==> config.mk <==
export PLATFORM = sky130hd
export DESIGN_NAME = piso_tx_flat
export DESIGN_NICKNAME = d
export VERILOG_FILES = /design/src/rtl/piso_tx_if.sv /design/src/rtl/piso_tx.sv /design/src/flat_wrapper.sv
export SDC_FILE = /design/constraint.sdc
export NUM_CORES = 1
export LEC_CHECK = 0
export BUFFER_PORTS_ARGS = -buffer_cell sky130_fd_sc_hd__clkbuf_2
export CORE_AREA = 4 4 41 43
export CTS_BUF_LIST = sky130_fd_sc_hd__clkbuf_4 sky130_fd_sc_hd__clkbuf_8 sky130_fd_sc_hd__clkbuf_16
export DETAILED_ROUTE_END_ITERATION = 12
export DIE_AREA = 0 0 45 47
export GPL_TIMING_DRIVEN = 0
export HOLD_SLACK_MARGIN = 0.05
export PLACE_DENSITY = 0.57
export SYNTH_ARGS = -nofsm -noshare
export SYNTH_HDL_FRONTEND = slang
export SYNTH_SLANG_ARGS = --single-unit
==> constraint.sdc <==
create_clock -name clk -period 2.7 [get_ports clk]
set_input_delay 0.135 -clock clk [delete_from_list [all_inputs] [get_ports clk]]
set_output_delay 0.135 -clock clk [all_outputs]
set_load 0.01 [all_outputs]
==> src/rtl/piso_tx_if.sv <==
`default_nettype none
// ============================================================================
// Module      : piso_tx_if
// Description : Word-load handshake and serial output bundle for piso_tx.
// Revision    : 1.0 - initial release
// ============================================================================
interface piso_tx_if #(
    parameter int WIDTH = 4
);
    logic             load;
    logic [WIDTH-1:0] din;
    logic             ready;
    logic             dout;
    logic             dvalid;
    logic             last;

    modport master (
        output load,
        output din,
        input  ready,
        input  dout,
        input  dvalid,
        input  last
    );

    modport slave (
        input  load,
        input  din,
        output ready,
        output dout,
        output dvalid,
        output last
    );
endinterface
`default_nettype wire

==> src/rtl/piso_tx.sv <==
`default_nettype none
// ============================================================================
// Module      : piso_tx
// Description : Parallel-in serial-out transmitter, MSB first, with a
//               ready/load handshake that allows gapless back-to-back words.
// Revision    : 1.0 - initial release
// ============================================================================
module piso_tx #(
    parameter int WIDTH = 4
) (
    input wire       clk,
    input wire       rst,
    piso_tx_if.slave bus
);
    localparam int              c_cnt_w    = (WIDTH > 1) ? $clog2(WIDTH) : 1;
    localparam logic [c_cnt_w-1:0] c_last_cnt = c_cnt_w'(WIDTH - 1);
    localparam logic [c_cnt_w-1:0] c_pen_cnt  = c_cnt_w'(WIDTH - 2);

    localparam logic [0:0] c_st_idle  = 1'b0;
    localparam logic [0:0] c_st_shift = 1'b1;

    logic [0:0]         r_state;
    logic [WIDTH-1:0]   r_sreg;
    logic [c_cnt_w-1:0] r_cnt;
    logic               r_ready;
    logic               r_dvalid;
    logic               r_last;

    // Flags are computed one edge ahead so every output comes straight
    // from a flop; sreg is cleared in IDLE, so its MSB doubles as DOUT.
    always_ff @(posedge clk) begin
        if (rst) begin
            r_state  <= c_st_idle;
            r_sreg   <= '0;
            r_cnt    <= '0;
            r_ready  <= 1'b1;
            r_dvalid <= 1'b0;
            r_last   <= 1'b0;
        end else begin
            case (r_state)
                c_st_idle: begin
                    if (bus.load) begin
                        r_state  <= c_st_shift;
                        r_sreg   <= bus.din;
                        r_cnt    <= '0;
                        r_ready  <= 1'b0;
                        r_dvalid <= 1'b1;
                        r_last   <= 1'b0;
                    end
                end
                c_st_shift: begin
                    if (r_cnt != c_last_cnt) begin
                        r_sreg  <= r_sreg << 1;
                        r_cnt   <= r_cnt + 1'b1;
                        r_last  <= (r_cnt == c_pen_cnt);
                        r_ready <= (r_cnt == c_pen_cnt);
                    end else if (bus.load) begin
                        r_sreg  <= bus.din;
                        r_cnt   <= '0;
                        r_last  <= 1'b0;
                        r_ready <= 1'b0;
                    end else begin
                        r_state  <= c_st_idle;
                        r_sreg   <= '0;
                        r_cnt    <= '0;
                        r_ready  <= 1'b1;
                        r_dvalid <= 1'b0;
                        r_last   <= 1'b0;
                    end
                end
                default: begin
                    r_state  <= c_st_idle;
                    r_sreg   <= '0;
                    r_cnt    <= '0;
                    r_ready  <= 1'b1;
                    r_dvalid <= 1'b0;
                    r_last   <= 1'b0;
                end
            endcase
        end
    end

    assign bus.ready  = r_ready;
    assign bus.dout   = r_sreg[WIDTH-1];
    assign bus.dvalid = r_dvalid;
    assign bus.last   = r_last;

endmodule
`default_nettype wire

==> src/flat_wrapper.sv <==
// flat-port wrapper written by rule: the top's interface ports become plain ports
module piso_tx_flat 
#(
    parameter int WIDTH = 4
)
  (clk, rst, bus_load, bus_din, bus_ready, bus_dout, bus_dvalid, bus_last);
  piso_tx_if #(.WIDTH(WIDTH)) bus_i ();
  input wire clk;
  input wire rst;
  input wire logic [$bits(bus_i.load)-1:0] bus_load;
  input wire logic [$bits(bus_i.din)-1:0] bus_din;
  output wire logic [$bits(bus_i.ready)-1:0] bus_ready;
  output wire logic [$bits(bus_i.dout)-1:0] bus_dout;
  output wire logic [$bits(bus_i.dvalid)-1:0] bus_dvalid;
  output wire logic [$bits(bus_i.last)-1:0] bus_last;
  assign bus_i.load = bus_load;
  assign bus_i.din = bus_din;
  assign bus_ready = bus_i.ready;
  assign bus_dout = bus_i.dout;
  assign bus_dvalid = bus_i.dvalid;
  assign bus_last = bus_i.last;
  piso_tx #(.WIDTH(WIDTH)) u_core (.clk(clk), .rst(rst), .bus(bus_i));
endmodule
==> results.toml <==
[clock_network]
clk_pin_slew_ns = 0.07
cts-buffers-inserted = 3
h-tree-depth = 1
cts_resized = 0
clkLatencyLatePin_ns = 0.27
clk_path_buf_depth = 2
cts_setup_buffers = 0
cts_sinks = 10
ctsHoldBuffers = 0
cts_tree = "built"
clockRootBuffer = "clkbuf_4"

[floorplan]
initial_core_util_pct = 38.9
dieArea_um2 = 2120
die_h_um = 47
std_cell_rows = 13
ios = 11
core_area_um2 = 1300
die_w_um = 45

[synthesis]
yosysWarnings = 0
avgSynthCellArea_um2 = 10.1
syn-cell-area_um2 = 507
syn_inst = 50
yosys.cell_types.count = 23
yosysSeqAreaShare_pct = 39.5
synthesis.nets = 60
synth_seq_cells = 10

[grt]
antenna_found_initial = 0
grt_usage_pct = 11.9
grt_overflow = 0
grt_start_max_net_pins = 11
grt_pass1_vias = 420
grt_pass1_wl_mm = 1.77

[route]
via_per_inst = 5.11
remaining_drc_errors = 0
vias = 404
drt_iter0_drc = 4
first_pass_iters = 2
drtAntennaViolNets = 0
wl_per_cell_um = 12.0
routed_wl_um = 945

[power]
cellPowerDensity_nw_per_um2 = 566
ir_drop_uv = 401
p_leak_uw = 0.000282
total_power_uw = 346

[sta]
fin_crit_ns = 1.23
max_freq_mhz = 814
report.final.slew_viol_count = 0
rsz0062_at_grt = "no"
setup_viol = 0
hold_violations = 0
tns_ns = 0
tightest_slew_ns = 0.223
slew_headroom_pct = 85.1
fin_skew_ns = 0.00956
fin_crit_sh_pct = 45.5

[worst_setup_path]
r2r_slack_ns = 1.47
cpMaxStageDelayCell = "dfxtp_1"
crit_type = "flip-flop to flip-flop"
critPathCaptureType = "flip-flop"
cp.arrival_ns = 1.40
max_stage_delay_ns = 0.40
cp.required_ns = 2.87
critPathLaunchType = "flip-flop"
crit_chain = "ha_1, and3b_1, a31oi_2, a21oi_2"
cp_max_fo = 5

[final_layout]
final_cell_mix = "10 x clkbuf_2, 10 x dfxtp_1, 6 x nor2_1"
n_antenna_cell = 0
layout-drive-gt1-share_pct = 32.8
syn2layout_area_growth_pct = 20.7
layout.nets = 75

[placed_design]
dpl.hpwl_um = 698
portBuffers = 10
gp_congestion = 0.738

[run_status]
status = "completed"

[run]
drv_cap = 0

[worst_hold_path]
hp-class = "primary input to flip-flop"
[Yosys cell counts]
library cell	n	area, um^2
or2_1	1	6.26
and3b_1	1	8.76
o21ai_1	1	5.00
o22ai_1	2	12.5
nor2b_1	1	6.26
mux2i_1	4	40.0
a31oi_1	1	6.26
a21oi_1	4	20.0
a31oi_2	1	12.5
nor2b_4	1	13.8
a21oi_2	1	8.76
buf_2	1	5.00
nor3b_1	1	7.51
a311oi_1	1	8.76
nand4b_1	1	8.76
inv_1	3	11.3
dfxtp_1	10	200
buf_6	2	22.5
nand3b_4	1	20.0
o21ai_0	1	5.00
nor2_1	6	22.5
a32oi_1	2	17.5
ha_1	3	37.5
[report_power, final]
group / leakage (uW) / switching, uW / internal, uW
Clock: 0.0000210 / 54.7 / 82.0
Combinational: 0.000179 / 24.7 / 23.3
Sequential: 0.0000824 / 5.45 / 156
[flip-flops by register name, summed over array words and instances, names as in the netlist]
signal / cells
u_core.r_cnt: 2
u_core.bus.ready: 1
u_core.r_sreg: 4
u_core.bus.dvalid: 1
u_core.r_state: 1
u_core.bus.last: 1
[layout make-up]
type                       instances  area (um^2)
inverter                           3         11.3
buffer                             3         27.5
sequential                        10          200
clock buffer                       4         36.3
multi-input combinational         34          268
timing repair buffer              10         50.0
fill                             142          689
tap                               15         18.8
[final timing paths]
kind                    start                to  depth (start not counted)
max           u_core.r_cnt[0]  u_core.r_sreg[2]                          4
min                bus_din[2]  u_core.r_sreg[2]                          3
max reg2reg   u_core.r_cnt[0]  u_core.r_sreg[2]                          4
min reg2reg  u_core.bus.ready  u_core.bus.ready                          2
[cell families after synthesis]
| logic type | after synthesis | synth area share [%] |
|---|---|---|
| AND/OR/NAND/NOR | 13 | 18.5 |
| AO/OA/AOI/OAI | 14 | 19.0 |
| adder cells (fa/ha/maj) | 3 | 7.41 |
| multiplexers | 4 | 7.90 |
| flip-flops | 10 | 39.5 |
| buffers and inverters | 6 | 7.65 |
[stage by stage]
step	util, %	setup WS, ns	hold WS, ns	area, um^2	std cells
5_1_grt	47.0	1.38	0.118	612	79
2_1_floorplan	-	1.55	0.284	507	50
3_3_place_gp	44.2	1.48	0.404	576	75
3_5_place_dp	44.2	1.46	0.408	576	75
4_1_cts	47.0	1.46	0.116	612	79
6_report	47.0	1.47	0.116	612	79
[layer usage]
metal / vias up / track usage, % / routed length [um]
met5: - / 0 / 0
met4: 0 / 3.51 / 9
met3: 2 / 6.90 / 53
met2: 7 / 19.5 / 464
met1: 184 / 13.1 / 419
li1: 211 / - / -
[critical path, delay by kind of cell, from the launching register on]
kind                     cells  cell delay [ns]
AO/OA/AOI/OAI                2             0.21
AND/OR/NAND/NOR              1             0.21
adder cells (fa/ha/maj)      1             0.30
flip-flops                   1             0.40
No activity file was read; power rests on OpenSTA's default activity.
